## src/rtl/sequence_pattern_generator_pkg.sv

```systemverilog
// Shared FSM state encodings and the default stimulus pattern for the
// sequence pattern generator and its matching detector/bench.
package sequence_pattern_generator_pkg;

    typedef enum logic [2:0] {
        ST_IDLE  = 3'd0,
        ST_LOAD  = 3'd1,
        ST_SHIFT = 3'd2,
        ST_GAP   = 3'd3,
        ST_DONE  = 3'd4
    } state_e;

    localparam logic [3:0] DEFAULT_PATTERN = 4'b1011;

endpackage

```

## src/rtl/pattern_shift_register.sv

```systemverilog
// Pattern holding register: parallel load, rotate-left by one, MSB tap.
// Cleared asynchronously by the active-low reset.
module pattern_shift_register #(
    parameter int WIDTH = 4
) (
    input  logic             clock,
    input  logic             reset,
    input  logic             load,
    input  logic             rotate,
    input  logic [WIDTH-1:0] load_value,
    output logic             msb
);

    logic [WIDTH-1:0] shreg_q;
    logic [WIDTH-1:0] shreg_d;

    // Load wins over rotate; after WIDTH rotations the original pattern is back.
    always_comb begin
        shreg_d = shreg_q;
        if (load) begin
            shreg_d = load_value;
        end else if (rotate) begin
            shreg_d = {shreg_q[WIDTH-2:0], shreg_q[WIDTH-1]};
        end
    end

    always_ff @(posedge clock or negedge reset) begin
        if (!reset) begin
            shreg_q <= '0;
        end else begin
            shreg_q <= shreg_d;
        end
    end

    assign msb = shreg_q[WIDTH-1];

endmodule

```

## src/rtl/sequence_pattern_generator.sv

```systemverilog
// Serial MSB-first pattern transmitter, repeat_count+1 back-to-back emissions.
// Define GAP_INSERT_EN to insert one idle-low GAP cycle between repetitions.
module sequence_pattern_generator
    import sequence_pattern_generator_pkg::*;
#(
    parameter int PATTERN_W = 4,
    parameter int REPEAT_W  = 4
) (
    input  logic                 clock,
    input  logic                 reset,
    input  logic                 start,
    input  logic [PATTERN_W-1:0] pattern_in,
    input  logic [REPEAT_W-1:0]  repeat_count,
    output logic                 sequence_out,
    output logic                 bit_valid,
    output logic                 busy,
    output logic                 done
);

    localparam int CNT_W = $clog2(PATTERN_W);
    localparam logic [CNT_W-1:0] LAST_BIT = CNT_W'(PATTERN_W - 1);

    state_e               state_q, state_d;
    logic [REPEAT_W-1:0]  rep_cnt_q, rep_cnt_d;
    logic [CNT_W-1:0]     bit_cnt_q, bit_cnt_d;
    logic                 seq_out_q, seq_out_d;
    logic                 bit_valid_q, bit_valid_d;
    logic                 busy_q, busy_d;
    logic                 done_q, done_d;
    logic                 load_sr;
    logic                 rotate_sr;
    logic                 sr_msb;

    pattern_shift_register #(
        .WIDTH(PATTERN_W)
    ) u_shreg (
        .clock      (clock),
        .reset      (reset),
        .load       (load_sr),
        .rotate     (rotate_sr),
        .load_value (pattern_in),
        .msb        (sr_msb)
    );

    always_comb begin
        state_d     = state_q;
        rep_cnt_d   = rep_cnt_q;
        bit_cnt_d   = bit_cnt_q;
        load_sr     = 1'b0;
        rotate_sr   = 1'b0;
        seq_out_d   = 1'b0;
        bit_valid_d = 1'b0;
        busy_d      = 1'b0;
        done_d      = 1'b0;

        case (state_q)
            ST_IDLE: begin
                if (start) begin
                    load_sr   = 1'b1;
                    rep_cnt_d = repeat_count;
                    state_d   = ST_LOAD;
                end
            end
            ST_LOAD: begin
                busy_d    = 1'b1;
                bit_cnt_d = LAST_BIT;
                state_d   = ST_SHIFT;
            end
            ST_SHIFT: begin
                seq_out_d   = sr_msb;
                bit_valid_d = 1'b1;
                busy_d      = 1'b1;
                rotate_sr   = 1'b1;
                // Counting rep_cnt down to zero lets all-ones give 2**REPEAT_W passes without overflow.
                if (bit_cnt_q == '0) begin
                    if (rep_cnt_q != '0) begin
                        rep_cnt_d = rep_cnt_q - REPEAT_W'(1);
                        bit_cnt_d = LAST_BIT;
`ifdef GAP_INSERT_EN
                        state_d   = ST_GAP;
`endif
                    end else begin
                        state_d = ST_DONE;
                    end
                end else begin
                    bit_cnt_d = bit_cnt_q - CNT_W'(1);
                end
            end
`ifdef GAP_INSERT_EN
            ST_GAP: begin
                busy_d  = 1'b1;
                state_d = ST_SHIFT;
            end
`endif
            ST_DONE: begin
                done_d  = 1'b1;
                state_d = ST_IDLE;
            end
            default: begin
                state_d = ST_IDLE;
            end
        endcase
    end

    // Outputs are decoded from the current state and registered, so the line
    // shows each phase one cycle after the FSM enters it.
    always_ff @(posedge clock or negedge reset) begin
        if (!reset) begin
            state_q     <= ST_IDLE;
            rep_cnt_q   <= '0;
            bit_cnt_q   <= '0;
            seq_out_q   <= 1'b0;
            bit_valid_q <= 1'b0;
            busy_q      <= 1'b0;
            done_q      <= 1'b0;
        end else begin
            state_q     <= state_d;
            rep_cnt_q   <= rep_cnt_d;
            bit_cnt_q   <= bit_cnt_d;
            seq_out_q   <= seq_out_d;
            bit_valid_q <= bit_valid_d;
            busy_q      <= busy_d;
            done_q      <= done_d;
        end
    end

    assign sequence_out = seq_out_q;
    assign bit_valid    = bit_valid_q;
    assign busy         = busy_q;
    assign done         = done_q;

endmodule
```

## config.mk

```make
export PLATFORM = sky130hd
export DESIGN_NAME = sequence_pattern_generator
export DESIGN_NICKNAME = d
export VERILOG_FILES = /design/src/rtl/sequence_pattern_generator_pkg.sv /design/src/rtl/pattern_shift_register.sv /design/src/rtl/sequence_pattern_generator.sv
export SDC_FILE = /design/constraint.sdc
export NUM_CORES = 1
export LEC_CHECK = 0
export ABC_CLOCK_PERIOD_IN_PS = 1400
export CORE_AREA = 5 5 51 53
export DETAILED_ROUTE_END_ITERATION = 12
export DIE_AREA = 0 0 56 58
export PLACE_DENSITY = 0.68
export SKIP_CTS_REPAIR_TIMING = 1
export SYNTH_ARGS = -nofsm -noshare
export SYNTH_HDL_FRONTEND = slang
export SYNTH_SLANG_ARGS = --single-unit
```

## constraint.sdc

```tcl
create_clock -name clock -period 1.4 [get_ports clock]
set_input_delay 0.28 -clock clock [delete_from_list [all_inputs] [get_ports clock]]
set_output_delay 0.28 -clock clock [all_outputs]
set_load 0.01 [all_outputs]
```

==> results of run 1 <==
layer usage:
metal	global-route usage (%)	up-vias	routed length, um
li1	-	375	-
met1	17.8	375	930
met2	22.0	16	1030
met3	4.23	2	87
met4	7.12	0	15
met5	0	-	0
stage by stage:
stage	cells	setup slack [ns]	power [mW]	hold slack [ns]	area, um^2
2_1_floorplan	83	-0.0149	1.64	-0.0156	887
5_1_grt	150	-0.137	2.94	0.328	1340
6_report	150	-0.0517	2.71	0.307	1340
4_1_cts	147	-0.115	2.46	0.306	1220
3_3_place_gp	143	-0.328	2.16	0.451	1190
3_5_place_dp	143	-0.376	2.19	0.463	1190
power groups by stage:
stage	Combinational, mW	Sequential (mW)	Clock (mW)
global placement	1.34	0.820	0
CTS	1.37	0.820	0.273
floorplan	0.795	0.844	0
global route	1.76	0.875	0.302
detailed placement	1.36	0.827	0
finish	1.60	0.845	0.263
final timing paths:
| path | startpoint | to | slack, ns |
|---|---|---|---|
| worst max register to register | bit_cnt_q[1] | rep_cnt_q[3] | -0.03 |
| min in group clock | u_shreg.shreg_q[1] | u_shreg.shreg_q[1] | 0.48 |
| worst max-delay path | start | rep_cnt_q[1] | -0.05 |
| worst min register to register | u_shreg.shreg_q[1] | u_shreg.shreg_q[1] | 0.48 |
| worst min-delay path | reset | done | 0.31 |
| max in group asynchronous | reset | bit_valid | 0.90 |
cell families (layout without fill, tap and decap cells):
group                    count (synthesis)  count (layout)  synth area share, %
AO/OA/AOI/OAI                           21              21                 19.5
XOR/XNOR                                 1               1                 1.00
adder cells (fa/ha/maj)                  2               2                 2.87
buffers and inverters                   10              49                 7.46
flip-flops                              17              17                 48.8
multiplexers                             2               2                 2.44
AND/OR/NAND/NOR                         30              30                 17.9
cell usage in the layout (no fill, tap or decap), types with 2 or more instances in the layout:
| master | synthesis | final |
|---|---|---|
| nand2_1 | 10 | 10 |
| clkdlybuf4s50_1 | 0 | 10 |
| nor2_1 | 10 | 9 |
| a21oi_1 | 4 | 2 |
| a311oi_2 | 1 | 2 |
| dlymetal6s2s_1 | 0 | 4 |
| a21oi_2 | 0 | 2 |
| inv_2 | 1 | 5 |
| ha_4 | 0 | 2 |
| a22oi_1 | 2 | 2 |
| buf_4 | 0 | 23 |
| nand4_1 | 2 | 2 |
| clkbuf_4 | 0 | 3 |
| dfrtp_1 | 17 | 17 |
critical path: stages:
cell and delay (ns):
clkdlybuf4s50_1 0.53, nand2b_4 0.06, or3_4 0.45, clkinv_8 0.07, a211oi_2 0.04, a311oi_2 0.23
cell type report:
class / count / area [um^2] / share of cell area, %
multi-input cells: 56 / 474 / 35.5
inverters: 7 / 38.8 / 2.90
repair buffers: 38 / 338 / 25.3
well taps: 28 / 35.0 / 2.62
clock buffers: 4 / 26.3 / 1.96
flip-flops and latches: 17 / 425 / 31.8
sequential cells by signal, indices dropped and copies added (netlist names):
register / cells
done: 1
sequence_out: 1
rep_cnt_q: 4
bit_cnt_q: 2
busy: 1
bit_valid: 1
u_shreg.shreg_q: 4
state_q: 3
==> summary.txt, run 1 <==
Outcome
  • Status: complete, but fails checks
  • Failing checks: negative setup slack

Worst hold path
  • Worst Hold Class: primary input to async pin

Pwr
  • Leakage power: 0.657 nW
  • Clock power share: 9.7%
  • Seq pwr share: 31.2%
  • P_int: 1.69 mW
  • Comb pwr share: 59.1%
  • Worst VDD drop: 1100 uV
  • P_sw: 1.02 mW
  • Pwr/cell area: 2020 nW/um^2
  • Switching part of the total power: 37.7%

Clock network
  • Clk buf depth: 2
  • H-tree Lvls: 1
  • Clk Latency, worst-skew pair: 0.29 ns
  • CTS tree: done
  • Num CTS Buffers: 3
  • Worst-path clk slew: 0.10 ns
  • Root Buffer: clkbuf_4
  • Clock Sinks: 17

Setup path
  • Element type at the critical path end: flip-flop
  • Worst path required time: 1.61 ns
  • Critical path fanouts, max: 6
  • FF-to-FF path depth: 6
  • Startpoint types: primary input
  • CP Class: primary input to flip-flop
  • Worst endpoint data arrival time: 1.66 ns

Floorplan
  • Die Span X: 56 um
  • Die area: 3250 um^2
  • Number of cell rows: 17
  • Initial Util: 41.4%
  • I/O pin cnt: 15
  • Core Area: 2110 um^2
  • Die H: 58 um

STA
  • RSZ-0062 raised after global routing: true
  • Final period utilization: 104%
  • Minimum clock period: 1.45 ns
  • Max-Slew Margin vs Limit: 83.9%
  • Worst-Margin Slew: 0.241 ns
  • Fin worst setup slack: -0.0517 ns
  • Final Skew: 0.00368 ns
  • Setup TNS: -0.108 ns
  • # setup viols final: 3
  • Slew Limit Fails: 0
  • Max Fclk: 0.689 GHz
  • Final-report hold violation count: 0

Yosys
  • Post-Syn Area: 872 um^2
  • EDFF count, synth: 0
  • Cells after synthesis: 83
  • Post-Syn Nets: 96
  • Synth cell types: 36
  • Ranking of synthesized cells by area: dfrtp_1 49%, nand2_1 4.3%, nor2_1 4.3%, ha_1 2.9%, buf_6 2.6%
  • Synth top cells by count: 17 x dfrtp_1, 10 x nand2_1, 10 x nor2_1, 5 x inv_1, 4 x a21oi_1
  • Mean post-synth cell area: 10.5 um^2
  • Yosys reg bits: 17
  • Post-synth ARST share: 100%
  • Top cell type's share of synthesized area: 48.8%
  • Post-synth top area cell: dfrtp_1
  • Ys Warns: 0
  • Post-synth top flop: dfrtp_1
  • Seq/Total Area, Yosys: 48.8%
  • Count leader, synth: dfrtp_1

Final layout
  • N_diodes: 0
  • Filler cell count: 166
  • Final #Nets: 136
  • Layout cell share with drive strength beyond 1: 41.8%
  • Area Growth Syn to Fin: 53.4%
  • Final core occ: 63.5%

Route
  • Routed WL: 2.06 mm
  • Detail Route Antenna Nets: 0
  • DR vias: 768
  • DR DRC count: 0
  • First-pass iteration count of the detailed router: 5
  • WL/cell: 13.7 um
  • DRT iter0 DRCs: 9
  • Vias per inst: 5.12

GRT
  • Initial antenna violation count: 0
  • Global-route wire length before repair: 3.53 mm
  • Gr ovfl total: 0
  • GRT Overall Usage: 14.1%
  • Largest net degree at the start of global routing: 18
  • Number of global-route vias before repair: 776

Placed design
  • # port buffers: 14
  • Detailed Place HPWL: 1.44 mm
  • GPL Wtd Cong: 0.786

Flow run
  • Max-cap violation count: 0
No activity file was read; power rests on OpenSTA's default activity.
==> run 2: changes to the inputs <==
Settings changed: CORE_AREA 5 5 51 53 to 2 2 48 50, DIE_AREA 0 0 56 58 to 0 0 50 52, GPL_TIMING_DRIVEN set to 0.
==> run 2 against run 1 <==
Net effect:
- the flow still finishes with violations (negative setup slack)
- first-iteration DRC count increased by 22%
- core utilization decreased by 5.5 points
- hold slack better by 0.11 ns
- sequential share of layout area grew 3.1 points
- global-route usage increased by 0.61 points
- count of clock-buffer cells in the layout unchanged
- non-clock buffer count down 10
- wire length down 7.7%
- critical endpoint is now rep_cnt_q[0]
- clock skew grew 0.0067 ns
- sequential power is 2% higher
- highest routed layer unchanged
- critical path type is now flip-flop to flip-flop
- cell count fell by 6.7%
==> summary.txt, run 2 (synthesized netlist as in run 1, its figures left out) <==
Setup path
  • Startpoint types: flip-flop
  • FF-to-FF path depth: 6
  • Worst endpoint data arrival time: 1.70 ns
  • CP Class: flip-flop to flip-flop
  • Worst path required time: 1.61 ns
  • Setup slack, reg-to-reg: -0.09 ns
  • Reg2reg end: rep_cnt_q[0]
  • Critical path fanouts, max: 4
  • R2R Path Start: rep_cnt_q[0]
  • Element type at the critical path end: flip-flop

Placed design
  • Area after DPL: 1060 um^2
  • Detailed Place HPWL: 1.21 mm
  • # port buffers: 14
  • GPL Wtd Cong: 0.728
  • Pre-CTS setup slack: -0.387 ns

STA
  • RSZ-0062 raised after global routing: true
  • Max-Slew Margin vs Limit: 47.8%
  • Final Skew: 0.0104 ns
  • Max Fclk: 0.671 GHz
  • Final period utilization: 106%
  • Final-report hold violation count: 0
  • Fin worst setup slack: -0.0907 ns
  • Minimum clock period: 1.49 ns
  • # setup viols final: 5
  • Slew Limit Fails: 0
  • Setup TNS: -0.247 ns
  • Worst-Margin Slew: 0.781 ns

Final layout
  • Commonest non-fill, non-tap cell in the layout: dfrtp_1
  • Area Growth Syn to Fin: 40.2%
  • Final #Nets: 126
  • N_diodes: 0
  • Top Registers: rep_cnt_q x4, u_shreg.shreg_q x4, state_q x3
  • Most frequent cells in the layout: 16 x dfrtp_1, 11 x buf_4, 10 x nor2_1, 9 x nand2_1, 9 x clkdlybuf4s50_1
  • Final core occ: 58.1%
  • Layout cell share with drive strength beyond 1: 31.3%
  • Post-route cell area: 1220 um^2

Route
  • WL/cell: 13.6 um
  • First-pass iteration count of the detailed router: 4
  • DRT iter0 DRCs: 11
  • Routed WL: 1.90 mm
  • DR DRC count: 0
  • DR vias: 726
  • Detail Route Antenna Nets: 0
  • Vias per inst: 5.19

Worst hold path
  • Worst Hold Class: primary input to async pin

Floorplan
  • Die Span X: 50 um
  • Die H: 52 um
  • Core Area: 2110 um^2
  • Die area: 2600 um^2
  • I/O pin cnt: 15
  • Initial Util: 41.4%
  • Number of cell rows: 17

Clock network
  • Num CTS Buffers: 3
  • H-tree Lvls: 1
  • Clk buf depth: 2
  • Clk Latency, worst-skew pair: 0.30 ns
  • Clock Sinks: 17
  • CTS tree: done
  • Root Buffer: clkbuf_4
  • Worst-path clk slew: 0.11 ns

Outcome
  • Failing checks: negative setup slack
  • Status: complete, but fails checks

GRT
  • GRT Overall Usage: 14.8%
  • Global-route wire length before repair: 2.86 mm
  • Gr ovfl total: 0
  • Initial antenna violation count: 0
  • Number of global-route vias before repair: 657
  • Largest net degree at the start of global routing: 18

Pwr
  • Pwr/cell area: 2020 nW/um^2
  • Leakage power: 0.599 nW
  • Total power: 2.47 mW
  • Worst VDD drop: 905 uV

Flow run
  • Max-cap violation count: 0
-- run 2: metal layers --
metal	wire (um)	vias up	track usage, %
met5	0	-	0
met1	914	349	18.0
li1	-	358	-
met2	902	17	25.0
met3	63	2	3.45
met4	21	0	6.02
-- run 2: worst max path at each step --
stage / endpoint / depth (start not counted) / startpoint / slack, ns
after floorplan: rep_cnt_q[0] / 6 / rep_cnt_q[0] / -0.01
after global placement: rep_cnt_q[1] / 7 / start / -0.39
after detailed placement: rep_cnt_q[1] / 7 / start / -0.39
after CTS: rep_cnt_q[3] / 6 / bit_cnt_q[0] / -0.19
after global routing: rep_cnt_q[0] / 6 / rep_cnt_q[0] / -0.15
final: rep_cnt_q[0] / 6 / rep_cnt_q[0] / -0.09
-- run 2: power breakdown --
| part | internal (mW) | switching, mW |
|---|---|---|
| clock | 0.111 | 0.162 |
| combinational | 0.711 | 0.631 |
| sequential | 0.700 | 0.158 |
| total | 1.52 | 0.952 |
-- run 2: worst max-delay path: stages, from the launching register on --
cell and delay, ns:
dfrtp_1 0.43, inv_2 0.10, ha_4 0.15, inv_2 0.03
o31a_1 0.32, mux2i_1 0.14, a221oi_1 0.23
-- run 2: per-stage QoR --
step,hold slack (ns),cells
detailed placement,0.460,125
CTS,0.451,129
floorplan,-0.0156,83
finish,0.421,140
global route,0.478,140
global placement,0.452,125
-- run 2: cell type report --
cell class | count | area [um^2]
Multi-Input combinational cell | 56 | 430
Timing Repair Buffer | 25 | 235
Clock buffer | 4 | 26.3
Inverter | 7 | 41.3
Buffer | 3 | 27.5
Fill cell | 193 | 883
Tap cell | 28 | 35.0
Sequential cell | 17 | 427
